[config.mk]
export PLATFORM = sky130hd
export DESIGN_NAME = useq
export DESIGN_NICKNAME = d
export VERILOG_FILES = /design/src/rtl/useq.sv
export SDC_FILE = /design/constraint.sdc
export NUM_CORES = 1
export LEC_CHECK = 0
export CORE_AREA = 2 2 107 78
export DETAILED_ROUTE_END_ITERATION = 8
export DIE_AREA = 0 0 109 80
export PLACE_DENSITY = 0.8
export RECOVER_POWER = 100
export SETUP_SLACK_MARGIN = 0.2
export SYNTH_ARGS = -nofsm -noshare
export SYNTH_HDL_FRONTEND = slang
export SYNTH_SLANG_ARGS = --single-unit
[constraint.sdc]
create_clock -name clk -period 3.7 [get_ports clk]
set_clock_uncertainty 0.2 [all_clocks]
set_input_delay 0.555 -clock clk [delete_from_list [all_inputs] [get_ports clk]]
set_output_delay 0.555 -clock clk [all_outputs]
set_load 0.01 [all_outputs]
[src/rtl/useq.sv]
`default_nettype none
// ============================================================================
// Module      : useq
// Description : Parametrised microcode sequencer. Computes the next
//               micro-address from the sequencing fields of the instruction
//               at upc, the condition flags, a return-address stack and a
//               loop counter, and drives a synchronous microcode ROM.
//               Adds a HALT state, stall handling and sticky error reporting.
//
// Ports       : clk, rst      - clock / synchronous active-high reset
//               stall         - hold the current address and freeze all state
//               op            - sequencing op of the instruction at upc
//               target        - branch / call / loop target
//               offset        - dispatch offset
//               cond_sel      - which cond bit BRZ / BRNZ test
//               cond          - condition flags from the datapath
//               cnt_load      - value loaded by LDCNT
//               next_upc      - combinational ROM address
//               upc           - address of the instruction on the ROM output
//               sp            - return-stack occupancy, 0..DEPTH
//               cnt           - loop counter
//               halted        - sequencer is in the HALT state
//               err, err_code - sticky first error (01 ovf, 10 unf, 11 ill)
//
// Revision    : 1.0 - initial release
// ============================================================================
module useq #(
    parameter int AW    = 10,
    parameter int DEPTH = 4,
    parameter int CW    = 8,
    parameter int NCOND = 4
) (
    input  logic                       clk,
    input  logic                       rst,
    input  logic                       stall,
    input  logic [3:0]                 op,
    input  logic [AW-1:0]              target,
    input  logic [AW-1:0]              offset,
    input  logic [$clog2(NCOND)-1:0]   cond_sel,
    input  logic [NCOND-1:0]           cond,
    input  logic [CW-1:0]              cnt_load,
    output logic [AW-1:0]              next_upc,
    output logic [AW-1:0]              upc,
    output logic [$clog2(DEPTH+1)-1:0] sp,
    output logic [CW-1:0]              cnt,
    output logic                       halted,
    output logic                       err,
    output logic [1:0]                 err_code
);

    localparam int SPW = $clog2(DEPTH + 1);

    localparam logic [3:0] c_OP_NEXT     = 4'd0;
    localparam logic [3:0] c_OP_JUMP     = 4'd1;
    localparam logic [3:0] c_OP_BRZ      = 4'd2;
    localparam logic [3:0] c_OP_BRNZ     = 4'd3;
    localparam logic [3:0] c_OP_CALL     = 4'd4;
    localparam logic [3:0] c_OP_RET      = 4'd5;
    localparam logic [3:0] c_OP_DISPATCH = 4'd6;
    localparam logic [3:0] c_OP_LDCNT    = 4'd7;
    localparam logic [3:0] c_OP_LOOP     = 4'd8;
    localparam logic [3:0] c_OP_HALT     = 4'd9;

    localparam logic [1:0] c_ERR_OVF = 2'b01;
    localparam logic [1:0] c_ERR_UNF = 2'b10;
    localparam logic [1:0] c_ERR_ILL = 2'b11;

    localparam logic [0:0] c_ST_RUN  = 1'b0;
    localparam logic [0:0] c_ST_HALT = 1'b1;

    logic [0:0]     r_state;
    logic [AW-1:0]  r_upc;
    logic [SPW-1:0] r_sp;
    logic [CW-1:0]  r_cnt;
    logic           r_err;
    logic [1:0]     r_err_code;
    logic [AW-1:0]  r_stack [DEPTH];

    logic [0:0]     w_state_nxt;
    logic [AW-1:0]  w_upc_nxt;
    logic [AW-1:0]  w_upc_inc;
    logic [AW-1:0]  w_top;
    logic [SPW-1:0] w_sp_nxt;
    logic [CW-1:0]  w_cnt_nxt;
    logic           w_push;
    logic           w_err_ev;
    logic [1:0]     w_err_code_ev;
    logic           w_cond_bit;

    assign w_upc_inc  = r_upc + AW'(1);
    assign w_cond_bit = cond[cond_sel];

    // Top-of-stack read: entry sp-1 when the stack is non-empty.
    always_comb begin
        w_top = '0;
        for (int i = 0; i < DEPTH; i++) begin
            if (SPW'(i + 1) == r_sp) begin
                w_top = r_stack[i];
            end
        end
    end

    // Next-state / next-address decode. Stalled or halted cycles keep every
    // default, so a stalled op only takes effect on the first unstalled cycle.
    always_comb begin
        w_state_nxt   = r_state;
        w_upc_nxt     = r_upc;
        w_sp_nxt      = r_sp;
        w_cnt_nxt     = r_cnt;
        w_push        = 1'b0;
        w_err_ev      = 1'b0;
        w_err_code_ev = 2'b00;

        if (rst) begin
            w_upc_nxt = '0;
        end else if (r_state == c_ST_RUN && !stall) begin
            case (op)
                c_OP_NEXT: w_upc_nxt = w_upc_inc;
                c_OP_JUMP: w_upc_nxt = target;
                c_OP_BRZ:  w_upc_nxt = w_cond_bit ? w_upc_inc : target;
                c_OP_BRNZ: w_upc_nxt = w_cond_bit ? target : w_upc_inc;
                c_OP_CALL: begin
                    if (r_sp == SPW'(DEPTH)) begin
                        w_upc_nxt     = w_upc_inc;
                        w_err_ev      = 1'b1;
                        w_err_code_ev = c_ERR_OVF;
                    end else begin
                        w_upc_nxt = target;
                        w_push    = 1'b1;
                        w_sp_nxt  = r_sp + SPW'(1);
                    end
                end
                c_OP_RET: begin
                    if (r_sp == '0) begin
                        w_upc_nxt     = w_upc_inc;
                        w_err_ev      = 1'b1;
                        w_err_code_ev = c_ERR_UNF;
                    end else begin
                        w_upc_nxt = w_top;
                        w_sp_nxt  = r_sp - SPW'(1);
                    end
                end
                c_OP_DISPATCH: w_upc_nxt = w_upc_inc + offset;
                c_OP_LDCNT: begin
                    w_upc_nxt = w_upc_inc;
                    w_cnt_nxt = cnt_load;
                end
                c_OP_LOOP: begin
                    if (r_cnt != '0) begin
                        w_upc_nxt = target;
                        w_cnt_nxt = r_cnt - CW'(1);
                    end else begin
                        w_upc_nxt = w_upc_inc;
                    end
                end
                c_OP_HALT: begin
                    w_upc_nxt   = r_upc;
                    w_state_nxt = c_ST_HALT;
                end
                default: begin
                    w_upc_nxt     = w_upc_inc;
                    w_err_ev      = 1'b1;
                    w_err_code_ev = c_ERR_ILL;
                end
            endcase
        end
    end

    always_ff @(posedge clk) begin
        if (rst) begin
            r_state    <= c_ST_RUN;
            r_upc      <= '0;
            r_sp       <= '0;
            r_cnt      <= '0;
            r_err      <= 1'b0;
            r_err_code <= 2'b00;
        end else begin
            r_state <= w_state_nxt;
            r_upc   <= w_upc_nxt;
            r_sp    <= w_sp_nxt;
            r_cnt   <= w_cnt_nxt;
            // Only the first error is recorded.
            if (w_err_ev && !r_err) begin
                r_err      <= 1'b1;
                r_err_code <= w_err_code_ev;
            end
        end
    end

    // Stack storage needs no reset: entries at or above sp are don't-care.
    always_ff @(posedge clk) begin
        if (w_push && !rst) begin
            for (int i = 0; i < DEPTH; i++) begin
                if (SPW'(i) == r_sp) begin
                    r_stack[i] <= w_upc_inc;
                end
            end
        end
    end

    assign next_upc = w_upc_nxt;
    assign upc      = r_upc;
    assign sp       = r_sp;
    assign cnt      = r_cnt;
    assign halted   = (r_state == c_ST_HALT);
    assign err      = r_err;
    assign err_code = r_err_code;

endmodule
`default_nettype wire

After elaboration in Yosys (flattened, before gate mapping)
Memories as Yosys holds them, arrays and structs flattened.
Cells that the tools add are included.
{"block": "totals", "regBits": 25, "ramBits": 40, "input_bits": 41, "n_memories": 1}
{"block": "op_classes", "addsub": 5, "n_lt_le_gt_ge": 1, "n_eq_ne": 17, "n_mux": 52, "bitwise_logic": 1, "reduce_logical": 18}
{"memory": "r_stack", "depth": 4, "width": 10, "read_ports": 4, "rd_clocked_by_memory_dff": 0, "wr": 1, "line_no": "77", "text": "logic [AW-1:0] r_stack [DEPTH];"}
{"cell": "2-to-1 mux 10 bit", "n": 14}
{"cell": "case mux 10 bit (8 select lines)", "n": 1}
{"cell": "OR reduction 10 bit", "n": 3}
{"cell": "2-to-1 mux 1 bit", "n": 24}
{"cell": "== test 4 x 3 -> 1 bit (second input constant)", "n": 4}
{"cell": "case mux 8 bit (2 select lines)", "n": 1}
{"cell": "adder 10 x 1 -> 10 bit (second input constant)", "n": 1}
{"cell": "adder 10 bit", "n": 1}
{"cell": "2-to-1 mux 2 bit", "n": 5}
{"cell": "== test 4 x 2 -> 1 bit (second input constant)", "n": 2}
{"cell": "== test 4 bit (second input constant)", "n": 2}
{"cell": "2-to-1 mux 8 bit", "n": 1}
{"cell": "nonzero test 8 bit", "n": 1}
{"cell": "OR reduction 8 bit", "n": 1}
{"cell": "subtractor 8 x 1 -> 8 bit (second input constant)", "n": 1}
{"cell": "== test 2 x 3 -> 1 bit (first input constant)", "n": 2}
{"cell": "2-to-1 mux 3 bit", "n": 2}
{"cell": "!= test 2 bit (second input constant)", "n": 3}
{"cell": "case mux 2 bit (3 select lines)", "n": 1}
{"cell": "case mux 3 bit (2 select lines)", "n": 1}
{"cell": "== test 4 x 1 -> 1 bit (second input constant)", "n": 1}
{"cell": "logical NOT 4 bit", "n": 1}
{"cell": "AND reduction 4 bit", "n": 1}
{"cell": "nonzero test 2 bit", "n": 2}
{"cell": "14 further kinds", "n": 18}

Depth between registers and ports, before layout
Gate-level depths: netlist of the first run.
{"block": "logic_depth", "depth_word": 12, "depth_mapped": 11}

Worst setup path after synthesis of the first run
No wires, ideal clock.
{"block": "synth_timing", "kind": "register -> output", "startpoint": "register r_upc[1] (netlist: upc[1])", "endpoint": "output port next_upc[7]", "t_arrival_ps": 2647, "required_ps": 2945, "path_slack_ps": 298, "path_stages_with_launch": 11, "path_buffers": 0, "cell_sequence": "dfxtp_1 ha_1 nand4_1 nor2_1 xor2_1 ha_1 a21o_1 o41ai_1 xnor2_1 nand2_1 a211oi_1"}
{"block": "synth_via", "elab_chain_cells": 5}
{"element": "start: declaration", "line_no": "72", "text": "logic [AW-1:0] r_upc;"}
{"element": "start signal: assignment", "line_no": "179", "text": "r_upc <= w_upc_nxt;"}
{"element": "adder 10 x 1 -> 10 bit", "line_no": "90", "text": "assign w_upc_inc = r_upc + AW'(1);"}
{"element": "named net w_upc_inc[6]", "line_no": "81", "text": "logic [AW-1:0] w_upc_inc;"}
{"element": "adder 10 bit", "line_no": "143", "text": "c_OP_DISPATCH: w_upc_nxt = w_upc_inc + offset;"}
{"element": "case mux 10 bit (8 select lines)", "line_no": "117", "text": "case (op)"}
{"element": "2-to-1 mux 10 bit", "line_no": "116", "text": "end else if (r_state == c_ST_RUN && !stall) begin"}
{"element": "2-to-1 mux 10 bit", "line_no": "114", "text": "if (rst) begin"}
{"element": "end: declaration", "line_no": "42", "text": "output logic [AW-1:0] next_upc,"}
The timed path passes the listed nets, and every way through them passes these cells.

Worst setup path after layout of the first run
Same ends and word-level chain as after synthesis.

==> metrics.md, run 1 <==
| Metric | Value |
|---|---|
| Outcome | `finished, violations left` |
| FFs w/ async S/R, synth | `0%` |
| Leak Pwr | `2.41 nW` |
| Starting Density | `51.8%` |
| First-pass GRT wire length | `20400 um` |
| Clk buf depth | `2` |
| Post-Route WL | `14700 um` |
| Vias in the first global route | `3959` |
| PD cells | `325 nW/um^2` |
| Die width | `109 um` |
| RSZ-0062 raised after global routing | `yes` |
| Die Footprint | `8720 um^2` |
| Max cap viols | `0` |
| Total gr overflow | `0` |
| Multi-input gate area | `2620 um^2` |
| Critical Path Sink Type | `primary output` |
| Initial DRC count | `561` |
| Seq/Total Area, Yosys | `42.9%` |
| Yosys warns | `0` |
| Design Power | `2.00 mW` |
| Core area | `7670 um^2` |
| Layout cells sized above 1 | `35.3%` |
| Syn Inst Count | `418` |
| Drt pass-1 iters | `7` |
| Final slew viol count | `0` |
| Initial antenna violation count | `0` |
| Failing checks | `negative setup slack` |
| Remaining antenna violation count after routing | `0` |
| Die height | `80 um` |
| Vias post-DR | `4406` |
| FF+latch count, synth | `65` |
| Clock latency on the worst-skew pair | `350 ps` |
| Mapped cell area | `3970 um^2` |
| TNS Setup | `-42.1 ps` |
| Largest net degree at the start of global routing | `22` |
| Synth Area per Inst | `9.50 um^2` |
| CTS root buffer | `clkbuf_8` |
| Tightest Pin Transition | `599 ps` |
| Worst VDD drop | `0.000211 V` |
| Peak Freq | `0.267 GHz` |
| TritonCTS buffer count | `9` |
| Final hold vios | `0` |
| IO buf count | `75` |
| Hold slack | `281 ps` |
| Final min period | `3740 ps` |
| Synth Net Count | `478` |
| Clock Sinks | `65` |
| Netlist cell types | `64` |
| Max transition margin | `59.8%` |
| Tcrit/Tclk final | `101%` |
| Commonest cells after routing, fill and taps aside | `90 x buf_4, 60 x clkdlybuf4s50_1, 50 x nand2_1` |
| Top_reg_cell synth | `edfxtp_1` |
| Inserted Diodes | `0` |
| Via/cell ratio | `6.41` |
| CP required | `2940 ps` |
| CTS tree | `built` |
| Layout Nets | `641` |
| # setup viols final | `1` |
| DP HPWL | `9150 um` |
| Placer congestion estimate | `0.989` |
| Worst-path clk slew | `80 ps` |
| Most common cell after layout, fill and taps aside | `buf_4` |
| Worst Path Arrival | `2990 ps` |
| Area grow syn2layout | `54.8%` |
| Crit Path Class | `register to primary output` |
| Setup ws final | `-42.1 ps` |
| Area occupied by registers | `1710 um^2` |
| Total track usage | `31.0%` |
| Post-synth EDFFs | `40` |
| Fill cells | `393` |
| Worst Path Max Fanout | `4` |
| DR WL/cell | `21.5 um` |
| Hold Path Class | `register to register` |
| Htree depth | `3` |
| Top Ports | `76` |
| Crit start category | `register` |
| # rows | `27` |
| DRC errors left | `0` |
cell usage after synthesis, types with 10 or more instances:
cell / n / area [um^2]
nor2_1: 42 / 158
inv_1: 12 / 45.0
dfxtp_1: 25 / 500
nand2_1: 53 / 199
a21oi_1: 21 / 105
edfxtp_1: 40 / 1200
o21ai_0: 22 / 110
o31ai_1: 11 / 82.6
ha_1: 18 / 225
xnor2_1: 12 / 105
nand3_1: 24 / 120
a211oi_1: 11 / 82.6
a221oi_1: 10 / 87.6
worst paths after layout:
path / depth (start not counted) / end / from / slack [ps]
worst max-delay path: 12 / next_upc[7] / upc[1] / -40
worst min-delay path: 2 / err_code[1] / err_code[1] / 280
worst max register to register: 15 / upc[8] / upc[0] / 750
worst min register to register: 2 / err_code[1] / err_code[1] / 280
cell type report:
cell class | instances | share of cell area (%)
Tap cell | 101 | 2.06
Multi-Input combinational cell | 322 | 42.6
Inverter | 12 | 0.733
Clock buffer | 9 | 2.02
Clock inverter | 7 | 1.22
Sequential cell | 65 | 27.9
Timing Repair Buffer | 171 | 23.5
power by group:
part / switching [mW] / internal, mW / total [mW] / leakage [nW]
sequential: 0.0190 / 0.787 / 0.806 / 0.558
clock: 0.307 / 0.317 / 0.623 / 0.101
combinational: 0.291 / 0.279 / 0.570 / 1.75
total: 0.617 / 1.38 / 2.00 / 2.41
through the flow:
stage	cell area (um^2)	utilization (%)	cells	setup WS, ps
after floorplan	3970	-	418	298
after global placement	5320	69.4	651	-463
after detailed placement	5320	69.4	651	-463
after CTS	5880	76.7	684	1.10
after global routing	6150	80.1	687	-133
final	6150	80.1	687	-42.1
critical path, stage by stage (launching register included):
cell and delay [ps]:
dfxtp_2 360, buf_4 140, nand3_1 140, xnor2_2 260, ha_1 310, o21ai_1 110
nor2_1 90, buf_4 150, o41ai_4 380, xnor2_1 150, nand2_1 110, a211oi_2 260
buf_2 180
sequential cells by signal, indices dropped and copies added (netlist names):
register,count
upc,10
err,1
err_code,2
halted,1
r_stack,40
cnt,8
sp,3
layer usage:
layer  track usage, %  part of all wire (%)  up-vias
met5                0                     0        -
met2             48.6                    46      339
met4             8.72                   3.4        0
met3             6.29                    11       69
met1             43.5                    40     2096
li1                 -                     -     1902
logic make-up after synthesis:
kind of cell    Yosys count  synth area share [%]
fa+ha+maj                19                  6.18
compound gates          119                  21.4
flops                    65                  42.9
buf+inv                  31                  3.50
xor+xnor                 20                  4.41
simple gates            159                  20.0
mux                       5                  1.64
timing repair:
| item | CTS | global route |
|---|---|---|
| endpoints found under the hold margin | 0 | 0 |
| pin swaps | 19 | 22 |
| endpoints found under the setup margin | 10 | 10 |
| gates cloned | 0 | 0 |
| hold buffers | 0 | 0 |
| resized for setup | 86 | 59 |
| setup buffers | 17 | 3 |
No activity file was read; power rests on OpenSTA's default activity.
==> run 2: changes to the inputs <==
--- a/config.mk
+++ b/config.mk
@@ -14,3 +14,4 @@
 export SYNTH_ARGS = -nofsm -noshare
 export SYNTH_HDL_FRONTEND = slang
 export SYNTH_SLANG_ARGS = --single-unit
+export TNS_END_PERCENT = 20
==> run 2 against run 1 <==
Effect of this change: the run still ends with negative setup slack left; register-to-register slack lost 20 ps; clock-buffer cell count is the same; non-clock buffer count shrank 8; worst hold slack better by 21 ps; global-route usage is 1.0 points lower; die area stayed put; total power is 2.8% lower; via count down 5.0%; flip-flop and latch count is the same; wire length down 8.2%; largest cell class unchanged; highest routed layer unchanged.
==> metrics.md, run 2 (synthesis gave the netlist of run 1 again) <==
| Metric | Value |
|---|---|
| Inserted Diodes | `0 (unchanged)` |
| RSZ-0062 raised after global routing | `yes` |
| Cts hold-fix bufs | `0 (unchanged)` |
| Reg-to-reg setup timing slack | `730 ps (-20 ps)` |
| Total track usage | `30.0% (-1.0 points)` |
| Multi-input gate area | `2500 um^2 (-4.4%)` |
| Top Ports | `76 (unchanged)` |
| Vias post-DR | `4185 (-5.0%)` |
| Largest Register | `r_stack` |
| Bufs and invs on worst path | `1 (-2)` |
| Worst reg2reg endpoint | `upc[8]` |
| Worst hold path stage count | `2 (unchanged)` |
| Largest net degree at the start of global routing | `22 (unchanged)` |
| Final min period | `3710 ps (-34.9 ps)` |
| Total gr overflow | `0 (unchanged)` |
| Fill cells | `456 (+16%)` |
| CTS root buffer | `clkbuf_8` |
| # setup viols final | `1 (unchanged)` |
| Setup ws final | `-7.12 ps (+34.9 ps)` |
| Pint | `1.36 mW (-1.7%)` |
| Area grow syn2layout | `50.2%` |
| Post-Route WL | `13500 um (-8.2%)` |
| Initial DRC count | `475 (-15%)` |
| Worst-path clk slew | `80 ps (about the same)` |
| Tightest Pin Transition | `587 ps (-12.3 ps)` |
| Crit start category | `register` |
| Worst VDD drop | `0.000202 V (-4.1%)` |
| TNS Setup | `-7.12 ps (+34.9 ps)` |
| Initial antenna violation count | `0 (unchanged)` |
| Htree depth | `3 (unchanged)` |
| Vias in the first global route | `3826 (-3.4%)` |
| Clock latency on the worst-skew pair | `350 ps (about the same)` |
| DRC errors left | `0 (unchanged)` |
| R2r worst-path depth | `14 (-1)` |
| Outcome | `finished, violations left` |
| Remaining antenna violation count after routing | `0 (unchanged)` |
| Max cap viols | `0 (unchanged)` |
| RR Startpoint | `upc[0]` |
| Failing checks | `negative setup slack` |
| First-pass GRT wire length | `19700 um (-3.3%)` |
| CP required | `2940 ps (about the same)` |
| TritonCTS buffer count | `9 (unchanged)` |
| Sequential cell fraction of total power | `41.5% (+1.2 points)` |
| Commonest cells after routing, fill and taps aside | `85 x buf_4, 62 x clkdlybuf4s50_1, 50 x nand2_1` |
| Tcrit/Tclk final | `100% (-0.94 points)` |
| Die Footprint | `8720 um^2 (unchanged)` |
| Peak Freq | `0.270 GHz (+0.94%)` |
| Worst Path Max Fanout | `3 (-1)` |
| Clock power share | `31.8% (+0.6 points)` |
| Critical path, cell by cell | `ha_4 -> nand4_1 -> nor2_2 -> xor2_2 -> ha_1 -> a21o_1 -> o41ai_4 -> xnor2_1 -> nand2_1 -> a211oi_2 -> buf_2` |
| PD cells | `326 nW/um^2 (+0.17%)` |
| Die width | `109 um (unchanged)` |
| CP max stage cell | `dfxtp_4` |
| Drt pass-1 iters | `5 (-2)` |
| Final hold vios | `0 (unchanged)` |
| Most common cell after layout, fill and taps aside | `buf_4` |
| Clock Sinks | `65 (unchanged)` |
| Hold Path Class | `register to register` |
| Worst Hold End | `err_code[0]` |
| Worst Path Arrival | `2950 ps (-40 ps)` |
| Max transition margin | `60.7% (+0.82 points)` |
| Clk buf depth | `2 (unchanged)` |
| IO buf count | `75 (unchanged)` |
| Hold_sp | `err_code[0]` |
| DP HPWL | `9150 um (unchanged)` |
| Final slew viol count | `0 (unchanged)` |
| Area occupied by registers | `1710 um^2 (-0.15%)` |
| Hold slack | `302 ps (+21.1 ps)` |
| Placer congestion estimate | `0.989 (unchanged)` |
| Comb pwr share | `26.7% (-1.8 points)` |
| DR WL/cell | `19.9 um (-7.1%)` |
| Layout cells sized above 1 | `31.3% (-4.0 points)` |
| # rows | `27 (unchanged)` |
| Layout Nets | `633 (-1.2%)` |
| Critical Path Sink Type | `primary output` |
| Die height | `80 um (unchanged)` |
| Core area | `7670 um^2 (unchanged)` |
| Number of flip-flops under the largest register name | `40 (unchanged)` |
| Starting Density | `51.8% (unchanged)` |
| CP max stage delay | `380 ps (about the same)` |
| Via/cell ratio | `6.16 (-3.9%)` |
| Net Sw Frac | `30.1% (-0.80 points)` |
| P_sw | `584 uW (-5.3%)` |
| Leak Pwr | `2.32 nW (-3.3%)` |
| Top delay family on crit path | `compound AO/OA/AOI/OAI gates` |
| CTS tree | `built` |
| Crit Path Class | `register to primary output` |
run 2: cell types whose count changed in the layout (fill, tap and decap cells not counted), sizes merged:
cell,change
dlymetal6s2s,-2
dlygate4sd2,+3
buf,-11
clkdlybuf4s50,+2
run 2: layer usage:
layer,vias up,global-route usage (%),share of wire [%],wire [um]
met5,-,0,0,0
met4,0,8.08,3.0,401
met3,48,5.22,10,1420
met2,275,46.2,45,6120
met1,1978,43.4,41,5600
li1,1884,-,-,-
run 2: worst register-to-register path: stages (launching register included):
cell,delay [ps]
dfxtp_4,380
ha_4,160
nand4_1,170
nor2_2,200
xor2_2,220
ha_1,290
buf_6,140
o21ai_2,100
nand2b_1,90
o31ai_2,100
xnor2_1,200
nand2_1,130
buf_4,150
buf_4,120
a221oi_1,240
run 2: worst max-delay path by stage:
| stage | from | endpoint | slack, ps | depth (start not counted) |
|---|---|---|---|---|
| after floorplan | upc[1] | next_upc[7] | 300 | 10 |
| after global placement | offset[0] | next_upc[8] | -460 | 10 |
| after detailed placement | offset[0] | next_upc[8] | -460 | 10 |
| after CTS | upc[0] | next_upc[7] | -20 | 11 |
| after global routing | upc[0] | next_upc[9] | -90 | 13 |
| final | upc[0] | next_upc[7] | -7 | 11 |
run 2: layout make-up:
cell class / instances / share of cell area, %
inverters: 12 / 0.756
multi-input cells: 322 / 42.0
clock buffers: 9 / 2.08
well taps: 101 / 2.12
flip-flops and latches: 65 / 28.7
clock inverters: 7 / 1.26
repair buffers: 163 / 23.1
run 2: what timing repair did:
item	in CTS	in global routing
buffers inserted	9	3
resized for setup	72	35
gates cloned	0	0
endpoints found under the setup margin	10	10
hold endpoints to repair	0	0
pin swaps	18	20
run 2: stage by stage:
| stage | power [mW] | util [%] | instance area [um^2] | cells | worst slack (ps) |
|---|---|---|---|---|---|
| 2_1_floorplan | 1.03 | - | 3970 | 418 | 298 |
| 3_3_place_gp | 1.24 | 69.4 | 5320 | 651 | -463 |
| 3_5_place_dp | 1.25 | 69.4 | 5320 | 651 | -463 |
| 4_1_cts | 1.90 | 75.4 | 5780 | 676 | -17.7 |
| 5_1_grt | 2.00 | 77.7 | 5960 | 679 | -86.0 |
| 6_report | 1.94 | 77.7 | 5960 | 679 | -7.12 |
run 2: power by group through the flow:
| stage | combinational [mW] | sequential, mW | clock, mW |
|---|---|---|---|
| global placement | 0.425 | 0.817 | 0 |
| global route | 0.548 | 0.807 | 0.646 |
| CTS | 0.476 | 0.804 | 0.617 |
| floorplan | 0.210 | 0.824 | 0 |
| finish | 0.518 | 0.806 | 0.618 |
| detailed placement | 0.436 | 0.818 | 0 |
==> run 3: changes to the inputs <==
--- a/config.mk
+++ b/config.mk
@@ -5,10 +5,11 @@
 export SDC_FILE = /design/constraint.sdc
 export NUM_CORES = 1
 export LEC_CHECK = 0
-export CORE_AREA = 2 2 107 78
+export CORE_AREA = 2 2 101 74
 export DETAILED_ROUTE_END_ITERATION = 8
-export DIE_AREA = 0 0 109 80
-export PLACE_DENSITY = 0.8
+export DIE_AREA = 0 0 103 76
+export DONT_BUFFER_PORTS = 1
+export PLACE_DENSITY = 0.74
 export RECOVER_POWER = 100
 export SETUP_SLACK_MARGIN = 0.2
 export SYNTH_ARGS = -nofsm -noshare
==> run 3 against run 2 <==
Effect of this change: the run now ends clean; total power is 9.9% lower; sequential power is 1% higher; global-route usage is 1.7 points lower; utilization is 12 points lower; die area is 10% lower; non-clock buffer count is 130 lower; combinational power is 39% lower; sequential share of layout area is 8.9 points higher.
==> metrics.md, run 3 (synthesis gave the netlist of run 1 again) <==
| Metric | Value |
|---|---|
| Outcome | `finished, final reports clean` |
| Final Core Density | `65.9% (-12 points)` |
| Most common cell after layout, fill and taps aside | `nand2_1` |
| Drt pass-1 iters | `5 (unchanged)` |
| Area after DPL | `4180 um^2 (-22%)` |
| Leak Pwr | `1.65 nW (-29%)` |
| Die Footprint | `7830 um^2 (-10%)` |
| Placer congestion estimate | `0.922 (-6.8%)` |
| Max cap viols | `0 (unchanged)` |
| Top delay family on crit path | `compound AO/OA/AOI/OAI gates` |
| Final slew viol count | `0 (unchanged)` |
| Worst VDD drop | `0.000186 V (-8.1%)` |
| Crit Path Class | `register to primary output` |
| CTS tree | `built` |
| Clock Sinks | `65 (unchanged)` |
| Clk buf depth | `2 (unchanged)` |
| Layout Nets | `503 (-21%)` |
| CP max stage delay | `400 ps (+20 ps)` |
| Crit start category | `register` |
| TritonCTS buffer count | `9 (unchanged)` |
| RSZ-0062 raised after global routing | `yes` |
| Hold Path Class | `input pin to register` |
| Worst Path Arrival | `2800 ps (-150 ps)` |
| Critical Path Sink Type | `primary output` |
| Inserted Diodes | `0 (unchanged)` |
| Area grow syn2layout | `15.5%` |
| Final min period | `3550 ps (-152 ps)` |
| Final hold vios | `0 (unchanged)` |
| Largest Register | `r_stack` |
| Core area | `6960 um^2 (-9.2%)` |
| Bufs and invs on worst path | `0 (-1)` |
| Initial DRC count | `394 (-17%)` |
| Cts hold-fix bufs | `0 (unchanged)` |
| Commonest cells after routing, fill and taps aside | `52 x nand2_1, 41 x nor2_1, 40 x edfxtp_1` |
| # setup viols final | `0 (-1)` |
| Die height | `76 um (-5.0%)` |
| Largest net degree at the start of global routing | `25 (+14%)` |
| TNS Setup | `0 ps (+7.12 ps)` |
| Initial antenna violation count | `0 (unchanged)` |
| CP required | `2940 ps (about the same)` |
| # rows | `26 (-3.7%)` |
| Vias in the first global route | `3177 (-17%)` |
| Tcrit/Tclk final | `96.1% (-4.1 points)` |
| Via/cell ratio | `6.52 (+5.8%)` |
| DP HPWL | `7840 um (-14%)` |
| Vias post-DR | `3559 (-15%)` |
| DP Worst Slack | `196 ps (+659 ps)` |
| Starting Density | `57.0% (+5.3 points)` |
| Post-Route WL | `10900 um (-20%)` |
| Worst Path Max Fanout | `5 (+2)` |
| Setup ws final | `145 ps (+152 ps)` |
| CP max stage cell | `dfxtp_4` |
| Max transition margin | `49.0% (-12 points)` |
| Post-route cell area | `4590 um^2 (-23%)` |
| Final cell count without fillers | `546 (-20%)` |
| Number of flip-flops under the largest register name | `40 (unchanged)` |
| CTS root buffer | `clkbuf_8` |
| PD cells | `382 nW/um^2 (+17%)` |
| Htree depth | `3 (unchanged)` |
| Tightest Pin Transition | `764 ps (+178 ps)` |
| Remaining antenna violation count after routing | `0 (unchanged)` |
| DR WL/cell | `19.9 um (-0.13%)` |
| Total gr overflow | `0 (unchanged)` |
| DRC errors left | `0 (unchanged)` |
| Peak Freq | `0.281 GHz (+4.3%)` |
| IO buf count | `0 (-100%)` |
| Top Ports | `76 (unchanged)` |
| First-pass GRT wire length | `16700 um (-16%)` |
| Total track usage | `28.3% (-1.7 points)` |
| Die width | `103 um (-5.5%)` |
| Layout cells sized above 1 | `19.2% (-12 points)` |
| DP Cell Count | `521 (-20%)` |
| Clock latency on the worst-skew pair | `350 ps (about the same)` |
| Critical path, cell by cell | `ha_4 -> nand4_1 -> nor2_2 -> xor2_2 -> ha_1 -> a21o_1 -> a31oi_1 -> o21ai_0 -> a21oi_2 -> xnor2_1 -> o211ai_1` |
| Worst-path clk slew | `80 ps (about the same)` |
run 3: cell types whose count changed in the layout (fill, tap and decap cells not counted), moves of 5 or more:
| cell | delta |
|---|---|
| xnor2_2 | -5 |
| a221oi_4 | -5 |
| clkbuf_1 | +9 |
| dlygate4sd2_1 | -6 |
| clkdlybuf4s50_1 | -62 |
| buf_4 | -63 |
| xnor2_1 | +5 |
run 3: path summary, 6_finish.rpt:
path         depth (start not counted)          end        start  slack [ps]
max                                 11  next_upc[9]       upc[0]         150
min                                  1       cnt[0]          rst          70
max reg2reg                         11       upc[7]       upc[0]        1030
min reg2reg                          2  err_code[0]  err_code[0]         330
run 3: layout make-up:
type	count	area [um^2]
inverter	12	46.3
tap	98	123
sequential	65	1720
clock buffer	9	124
timing repair buffer	33	239
clock inverter	7	77.6
multi-input combinational	322	2250
fill	570	2380
run 3: worst register-to-register path, cell delays in order, from the launching register on:
cell	delay, ps
dfxtp_4	400
ha_4	170
nand4_1	140
nor2_2	180
xor2_2	190
ha_1	280
a21o_1	200
o41ai_2	240
xnor2_1	150
nand2_1	90
buf_4	170
a211oi_1	180
run 3: repair_timing:
action	4_1_cts	5_1_grt
pin swaps	4	7
setup endpoints to repair	8	10
gates cloned	0	0
gates resized for setup	25	13
setup buffers	7	2
run 3: metal layers:
layer / up-vias / GRT usage (%) / wire, um / part of all wire [%]
li1: 1625 / - / - / -
met3: 26 / 11.6 / 1340 / 12
met5: - / 0 / 0 / 0
met1: 1689 / 40.8 / 4620 / 42
met2: 219 / 39.0 / 4690 / 43
met4: 0 / 8.16 / 224 / 2.1
run 3: per-stage QoR:
step	hold slack, ps	total power, mW
floorplan	289	1.03
global placement	311	1.10
detailed placement	323	1.11
CTS	49.0	1.75
global route	41.3	1.82
finish	65.6	1.75
run 3: power by group:
group          internal [mW]  switching (mW)
clock                  0.316           0.302
sequential             0.787          0.0288
combinational          0.136           0.181
total                   1.24           0.512
